File: config.mk
export PLATFORM = sky130hd
export DESIGN_NAME = vx_warp_barrier_ctl
export DESIGN_NICKNAME = d
export VERILOG_FILES = /design/src/rtl/VX_gpu_pkg.sv /design/src/rtl/VX_rr_arbiter.sv /design/src/rtl/vx_warp_barrier_ctl.sv
export SDC_FILE = /design/constraint.sdc
export NUM_CORES = 1
export LEC_CHECK = 0
export BUFFER_PORTS_ARGS = -buffer_cell sky130_fd_sc_hd__buf_2
export CAP_MARGIN = 10
export CORE_MARGIN = 10
export CORE_UTILIZATION = 40
export DETAILED_ROUTE_END_ITERATION = 10
export PLACE_DENSITY_LB_ADDON = 0.12
export SLEW_MARGIN = 20
export SYNTH_ARGS = -nofsm -noshare
export SYNTH_HDL_FRONTEND = slang
export SYNTH_SLANG_ARGS = --single-unit
File: constraint.sdc
create_clock -name clk -period 2.6 [get_ports clk]
set_input_delay 0.52 -clock clk [delete_from_list [all_inputs] [get_ports clk]]
set_output_delay 0.52 -clock clk [all_outputs]
set_load 0.1 [all_outputs]
File: src/rtl/VX_gpu_pkg.sv
// Shared GPU core types: warp/barrier widths, barrier slot states and the
// barrier request/release payloads used by the scheduler and warp control path.
package VX_gpu_pkg;

    localparam int unsigned NUM_WARPS_CFG    = 4;
    localparam int unsigned NUM_BARRIERS_CFG = 4;
    localparam int unsigned NW_WIDTH = (NUM_WARPS_CFG > 1) ? $clog2(NUM_WARPS_CFG) : 1;
    localparam int unsigned NB_WIDTH = (NUM_BARRIERS_CFG > 1) ? $clog2(NUM_BARRIERS_CFG) : 1;

    typedef enum logic [1:0] {
        BAR_IDLE    = 2'd0,
        BAR_GATHER  = 2'd1,
        BAR_RELEASE = 2'd2
    } bar_state_e;

    typedef struct packed {
        logic [NW_WIDTH-1:0] wid;
        logic [NB_WIDTH-1:0] bar_id;
        logic [NW_WIDTH-1:0] size_m1;
    } bar_req_t;

    typedef struct packed {
        logic [NB_WIDTH-1:0]      bar_id;
        logic [NUM_WARPS_CFG-1:0] mask;
    } bar_rel_t;

    function automatic logic [NUM_WARPS_CFG-1:0] wid_bit(input logic [NW_WIDTH-1:0] wid);
        return NUM_WARPS_CFG'(1) << wid;
    endfunction

endpackage

File: src/rtl/VX_rr_arbiter.sv
// Round-robin arbiter: the requester after the last granted index has priority;
// the pointer advances only when the grant is consumed.
module VX_rr_arbiter #(
    parameter int unsigned N     = 4,
    parameter int unsigned LOG_N = (N > 1) ? $clog2(N) : 1
) (
    input  logic             clk,
    input  logic             reset_n,
    input  logic [N-1:0]     requests,
    input  logic             grant_ready,
    output logic             grant_valid_c,
    output logic [LOG_N-1:0] grant_index_c
);

    logic [LOG_N-1:0] last_q;
    logic [LOG_N-1:0] cand;

    // Scan farthest-to-nearest so the nearest requester after last_q wins.
    always_comb begin
        grant_valid_c = 1'b0;
        grant_index_c = '0;
        cand          = '0;
        for (int unsigned i = N; i >= 1; i--) begin
            cand = LOG_N'((32'(last_q) + i) % N);
            if (requests[cand]) begin
                grant_valid_c = 1'b1;
                grant_index_c = cand;
            end
        end
    end

    always_ff @(posedge clk or negedge reset_n) begin
        if (!reset_n) begin
            last_q <= LOG_N'(N - 1);
        end else if (grant_valid_c && grant_ready) begin
            last_q <= grant_index_c;
        end
    end

endmodule

File: src/rtl/vx_warp_barrier_ctl.sv
// Per-core warp barrier controller: gathers arrivals per slot and issues one
// registered release per cycle. Optional watchdog under BARRIER_TIMEOUT_EN.
module vx_warp_barrier_ctl
    import VX_gpu_pkg::*;
#(
    parameter int unsigned NUM_WARPS      = NUM_WARPS_CFG,
    parameter int unsigned NUM_BARRIERS   = NUM_BARRIERS_CFG,
    parameter int unsigned TIMEOUT_CYCLES = 65536
) (
    input  logic                 clk,
    input  logic                 reset_n,
    input  logic                 req_valid,
    output logic                 req_ready,
    input  logic [NW_WIDTH-1:0]  req_wid,
    input  logic [NB_WIDTH-1:0]  req_bar_id,
    input  logic [NW_WIDTH-1:0]  req_size_m1,
    input  logic                 kill_valid,
    input  logic [NW_WIDTH-1:0]  kill_wid,
    output logic                 rel_valid,
    input  logic                 rel_ready,
    output logic [NB_WIDTH-1:0]  rel_bar_id,
    output logic [NUM_WARPS-1:0] rel_mask,
    output logic                 busy,
    output logic                 timeout_err
);

    bar_state_e           slot_state   [NUM_BARRIERS];
    bar_state_e           slot_state_n [NUM_BARRIERS];
    logic [NW_WIDTH-1:0]  slot_ctr     [NUM_BARRIERS];
    logic [NW_WIDTH-1:0]  slot_ctr_n   [NUM_BARRIERS];
    logic [NUM_WARPS-1:0] slot_mask    [NUM_BARRIERS];
    logic [NUM_WARPS-1:0] slot_mask_n  [NUM_BARRIERS];
    logic [NW_WIDTH-1:0]  slot_size    [NUM_BARRIERS];
    logic [NW_WIDTH-1:0]  slot_size_n  [NUM_BARRIERS];

    bar_req_t             req;
    bar_rel_t             rel_q, rel_n;
    logic                 rel_valid_q, rel_valid_n;
    logic                 busy_q, busy_n;
    logic                 rel_fire;
    logic                 out_load;
    logic [NUM_BARRIERS-1:0] arb_req;
    logic                 grant_valid;
    logic [NB_WIDTH-1:0]  grant_index;

    logic                 kill_hit, arr_hit;
    logic [NUM_WARPS-1:0] mask_k;
    logic [NW_WIDTH-1:0]  ctr_k, size_eff;

    assign req       = '{wid: req_wid, bar_id: req_bar_id, size_m1: req_size_m1};
    assign req_ready = (slot_state[req.bar_id] != BAR_RELEASE);
    assign rel_fire  = rel_valid_q && rel_ready;
    assign out_load  = !rel_valid_q || rel_ready;

    // A slot already sitting in the output register must not be granted twice.
    always_comb begin
        arb_req = '0;
        for (int unsigned b = 0; b < NUM_BARRIERS; b++) begin
            arb_req[b] = (slot_state[b] == BAR_RELEASE) &&
                         !(rel_valid_q && (rel_q.bar_id == NB_WIDTH'(b)));
        end
    end

    VX_rr_arbiter #(.N(NUM_BARRIERS), .LOG_N(NB_WIDTH)) u_rel_arb (
        .clk           (clk),
        .reset_n       (reset_n),
        .requests      (arb_req),
        .grant_ready   (out_load),
        .grant_valid_c (grant_valid),
        .grant_index_c (grant_index)
    );

    // Next state of all slots and of the release output register.
    always_comb begin
        slot_state_n = slot_state;
        slot_ctr_n   = slot_ctr;
        slot_mask_n  = slot_mask;
        slot_size_n  = slot_size;
        rel_n        = rel_q;
        rel_valid_n  = rel_valid_q;
        busy_n       = 1'b0;
        kill_hit     = 1'b0;
        arr_hit      = 1'b0;
        mask_k       = '0;
        ctr_k        = '0;
        size_eff     = '0;

        for (int unsigned b = 0; b < NUM_BARRIERS; b++) begin
            kill_hit = kill_valid && (slot_state[b] == BAR_GATHER) && slot_mask[b][kill_wid];
            arr_hit  = req_valid && req_ready && (req.bar_id == NB_WIDTH'(b)) &&
                       !(kill_valid && (kill_wid == req.wid)) && !slot_mask[b][req.wid];
            mask_k   = kill_hit ? (slot_mask[b] & ~wid_bit(kill_wid)) : slot_mask[b];
            ctr_k    = kill_hit ? (slot_ctr[b] - NW_WIDTH'(1)) : slot_ctr[b];
            size_eff = (slot_state[b] == BAR_IDLE) ? req.size_m1 : slot_size[b];

            if (rel_fire && (rel_q.bar_id == NB_WIDTH'(b))) begin
                slot_state_n[b] = BAR_IDLE;
                slot_mask_n[b]  = '0;
                slot_ctr_n[b]   = '0;
            end else if (arr_hit) begin
                slot_size_n[b] = size_eff;
                slot_mask_n[b] = mask_k | wid_bit(req.wid);
                if (ctr_k == size_eff) begin
                    slot_state_n[b] = BAR_RELEASE;
                    slot_ctr_n[b]   = '0;
                end else begin
                    slot_state_n[b] = BAR_GATHER;
                    slot_ctr_n[b]   = ctr_k + NW_WIDTH'(1);
                end
            end else if (kill_hit) begin
                slot_mask_n[b]  = mask_k;
                slot_ctr_n[b]   = ctr_k;
                slot_state_n[b] = (mask_k == '0) ? BAR_IDLE : BAR_GATHER;
            end
        end

        if (out_load) begin
            rel_valid_n = grant_valid;
            if (grant_valid) begin
                rel_n.bar_id = grant_index;
                rel_n.mask   = slot_mask[grant_index];
            end
        end

        busy_n = rel_valid_n;
        for (int unsigned b = 0; b < NUM_BARRIERS; b++) begin
            busy_n = busy_n | (slot_state_n[b] != BAR_IDLE);
        end
    end

    always_ff @(posedge clk or negedge reset_n) begin
        if (!reset_n) begin
            for (int unsigned b = 0; b < NUM_BARRIERS; b++) begin
                slot_state[b] <= BAR_IDLE;
                slot_ctr[b]   <= '0;
                slot_mask[b]  <= '0;
                slot_size[b]  <= '0;
            end
            rel_q       <= '0;
            rel_valid_q <= 1'b0;
            busy_q      <= 1'b0;
        end else begin
            slot_state  <= slot_state_n;
            slot_ctr    <= slot_ctr_n;
            slot_mask   <= slot_mask_n;
            slot_size   <= slot_size_n;
            rel_q       <= rel_n;
            rel_valid_q <= rel_valid_n;
            busy_q      <= busy_n;
        end
    end

    assign rel_valid  = rel_valid_q;
    assign rel_bar_id = rel_q.bar_id;
    assign rel_mask   = rel_q.mask;
    assign busy       = busy_q;

`ifdef BARRIER_TIMEOUT_EN
    logic [31:0] wd_cnt [NUM_BARRIERS];
    logic        wd_hit;
    logic        timeout_q;

    always_comb begin
        wd_hit = 1'b0;
        for (int unsigned b = 0; b < NUM_BARRIERS; b++) begin
            wd_hit = wd_hit | (wd_cnt[b] == 32'(TIMEOUT_CYCLES));
        end
    end

    // Watchdog counts GATHER cycles and saturates at the limit; the error is sticky.
    always_ff @(posedge clk or negedge reset_n) begin
        if (!reset_n) begin
            for (int unsigned b = 0; b < NUM_BARRIERS; b++) begin
                wd_cnt[b] <= '0;
            end
            timeout_q <= 1'b0;
        end else begin
            for (int unsigned b = 0; b < NUM_BARRIERS; b++) begin
                if (slot_state[b] != BAR_GATHER) begin
                    wd_cnt[b] <= '0;
                end else if (wd_cnt[b] != 32'(TIMEOUT_CYCLES)) begin
                    wd_cnt[b] <= wd_cnt[b] + 32'd1;
                end
            end
            timeout_q <= timeout_q | wd_hit;
        end
    end

    always @(posedge clk) begin
        if (reset_n) begin
            assert (!(wd_hit && !timeout_q)) else $error("barrier watchdog expired");
        end
    end

    assign timeout_err = timeout_q;
`else
    logic [31:0] unused_timeout;
    assign unused_timeout = 32'(TIMEOUT_CYCLES);
    assign timeout_err    = 1'b0;
`endif

endmodule

==> impl_metrics.env <==
export IMPL_leakage_uw=0.00182
export IMPL_dp_hpwl_um=8210
export IMPL_maxSlewViolCount=0
export IMPL_num_rows=34
export IMPL_path_cells="nor2_1 -> mux2_2 -> nor4_1 -> a221oi_1 -> a21o_1 -> a222oi_1 -> nand4b_1"
export IMPL_final_setup_viol_count=0
export IMPL_dr_pass1_iters=5
export IMPL_vdd_drop_max_v=0.000467
export IMPL_seq_area_mm2=0.00126
export IMPL_path_clk_slew_ps=100
export IMPL_drtIter0Drc=158
export IMPL_critPathSlowestCell="dfrtp_1"
export IMPL_worst_ep_arrival_time_ps=2520
export IMPL_die_h_um=115
export IMPL_postRouteAntennaNets=0
export IMPL_track_usage_pct=16.3
export IMPL_ys_warn_count=0
export IMPL_total_power_uw=5040
export IMPL_critical_path_class="reg -> reg"
export IMPL_drc=0
export IMPL_synth_nets=420
export IMPL_fin_nets=475
export IMPL_status="finished clean"
export IMPL_diodes=0
export IMPL_grt_pass1_vias=3268
export IMPL_yosysTopAreaCell="dfrtp_1"
export IMPL_syn_area_per_cell_um2=8.92
export IMPL_syn_instance_count=407
export IMPL_fin_skew_ps=7.16
export IMPL_clock_power_share_pct=9.6
export IMPL_cts_root_buffer="clkbuf_8"
export IMPL_port_buffers=21
export IMPL_cts_resized=0
export IMPL_gr_total_overflow=0
export IMPL_gp_congestion=0.933
export IMPL_multiInputGateArea_mm2=0.00222
export IMPL_grt_pass1_wl_um=17400
export IMPL_final_cell_mix="dfrtp_1 (45), a21oi_1 (44), buf_4 (44)"
export IMPL_die_area_mm2=0.0133
export IMPL_start_kind="register"
export IMPL_endpoint_kind="register"
export IMPL_grt_start_max_net_pins=51
export IMPL_postCtsHoldBufs=0
export IMPL_core_mm2=0.00876
export IMPL_areaGrowthSynthToFinish_pct=16.7
export IMPL_synth_top_area_share_pct=33.1
export IMPL_netSwitchingFraction_pct=48.3
export IMPL_tightest_slew_ps=810
export IMPL_cts_tree="yes"
export IMPL_synth_seq_area_share_pct=34.6
export IMPL_clkLatencyLatePin_ps=310
export IMPL_seqPwrFrac_pct=30.0
export IMPL_synth_area_mm2=0.00363
export IMPL_critPathMaxFanout=6
export IMPL_min_period_over_period_pct=89.9
export IMPL_timing_fmax_ghz=0.428
export IMPL_cts_max_path_buffers=2
export IMPL_hold_viol_final=0
export IMPL_async_flop_share_pct=100
export IMPL_cts_setup_buffers=0
export IMPL_drive_above_1_share_pct=22.7
export IMPL_wl_per_cell_um=18.6
export IMPL_synth_edf_count=0
export IMPL_fill_cells=879
export IMPL_synth_area_leaders="dfrtp_1 (33%), a21oi_1 (6.1%), mux2i_1 (5.0%)"
export IMPL_final_common_cell="dfrtp_1"
export IMPL_ys_ff_latch=50
export IMPL_vias=3422
export IMPL_clock_sinks=50
export IMPL_power_density_mw_per_mm2=1190
export IMPL_path_delay_family="compound AO/OA/AOI/OAI gates"
export IMPL_htreeDepth=2
export IMPL_cpPeakStageDelay_ps=450
export IMPL_die_width_um=115
export IMPL_cp_data_required_time_ps=2790
export IMPL_cts_made_buffers=5
export IMPL_antenna_found_initial=0
export IMPL_p_comb_share_pct=60.4
export IMPL_viasPerCell=5.99
export IMPL_synth_cell_type_count=59
export IMPL_netSwitchingPower_uw=2430
export IMPL_start_util_pct=41.4
export IMPL_cp_num_buf_inv=0
export IMPL_ys_flop_type="dfrtp_1"
export IMPL_io_pins=23
export IMPL_grt_setup_unrepaired="no"
export IMPL_tns_ps=0
export IMPL_wl_um=10600
export IMPL_max_slew_margin_rel_pct=45.6
export IMPL_min_path_type="in -> async"
export IMPL_drv_cap=0
export IMPL_final_util_pct=48.3
export IMPL_period_minus_slack_ps=2340
export IMPL_intPower_uw=2610
export IMPL_hold_ws_ps=185
[logic make-up after synthesis]
group / synth area share, %
xor gates and xnor gates: 1.45
and+or+nand+nor: 22.8
other: 0.103
DFF: 34.6
AOI/OAI and AO/OA: 23.5
muxes: 13.3
buffers and inverters: 4.24
[final cells by class]
class / count / share of cell area [%]
clock buffers: 7 / 2.04
clock inverters: 1 / 0.118
inverters: 16 / 1.42
multi-input cells: 323 / 52.4
flip-flops and latches: 50 / 29.7
well taps: 108 / 3.19
repair buffers: 66 / 11.1
[Yosys cell counts, drive strengths merged (2+ instances only)]
library cell and instances:
a32oi 2, o32ai 3, a211o 2, nor3 9, a31oi 9, nand2b 6, nand2 36, nor4 8
nand3 20, and3b 3, a311oi 3, a221oi 6, and2 8, xnor2 5, and3 8, mux2 10
mux4 8, nor2 25, or3b 4, a21o 5, mux2i 18, nand3b 5, o221ai 4, o21ai 32
and4 2, a21oi 44, o21a 2, buf 12, clkbuf 6, inv 16, nor3b 3, nor2b 5
dfstp 2, a211oi 14, dfrtp 48
[power groups by stage]
stage          combinational, uW  clock (uW)  sequential (uW)
2_1_floorplan               2000           0             1680
3_3_place_gp                3000           0             1510
3_5_place_dp                3040           0             1510
4_1_cts                     3050         501             1500
5_1_grt                     3340         533             1580
6_report                    3050         484             1510
[worst reg2reg max path, delay by kind of cell (launching register included)]
family	cells	cell delay, ps
and+or+nand+nor	3	680
muxes	1	380
AOI/OAI and AO/OA	3	710
DFF	1	450
[routing by layer]
layer / global-route usage, % / up-vias / wire length (um) / part of all wire, %
met4: 5.69 / 0 / 250 / 2.4
met3: 2.24 / 17 / 640 / 6.0
met2: 25.1 / 96 / 4860 / 46
li1: - / 1652 / - / -
met5: 0 / - / 0 / 0
met1: 22.7 / 1657 / 4880 / 46
[sequential cells by signal (all words and copies together), names as in the netlist]
signal and flops:
slot_mask 16, rel_mask 4, slot_size 8, rel_bar_id 2, busy 1, slot_ctr 8
rel_valid 1, slot_state 8, u_rel_arb.last_q 2
[metrics by stage]
| step | cells | worst slack (ps) | instance area (um2) |
|---|---|---|---|
| after floorplan | 407 | 106 | 3630 |
| after global placement | 563 | -18.4 | 4140 |
| after detailed placement | 563 | -32.6 | 4140 |
| after CTS | 571 | 256 | 4240 |
| after global routing | 571 | 101 | 4240 |
| final | 571 | 263 | 4240 |
[path summary, 6_finish.rpt]
| path | start | to | slack (ps) | depth (start not counted) |
|---|---|---|---|---|
| setup / recovery | slot_state[2] | busy | 260 | 7 |
| hold / removal | reset_n | rel_mask[0] | 190 | 2 |
| setup reg to reg | slot_state[2] | busy | 260 | 7 |
| hold reg to reg | rel_mask[0] | rel_mask[0] | 510 | 1 |
| max in group asynchronous | reset_n | u_rel_arb.last_q[0] | 2140 | 2 |
| min in group clk | rel_mask[0] | rel_mask[0] | 510 | 1 |
Note: power is estimated with default switching activity, not from simulation.
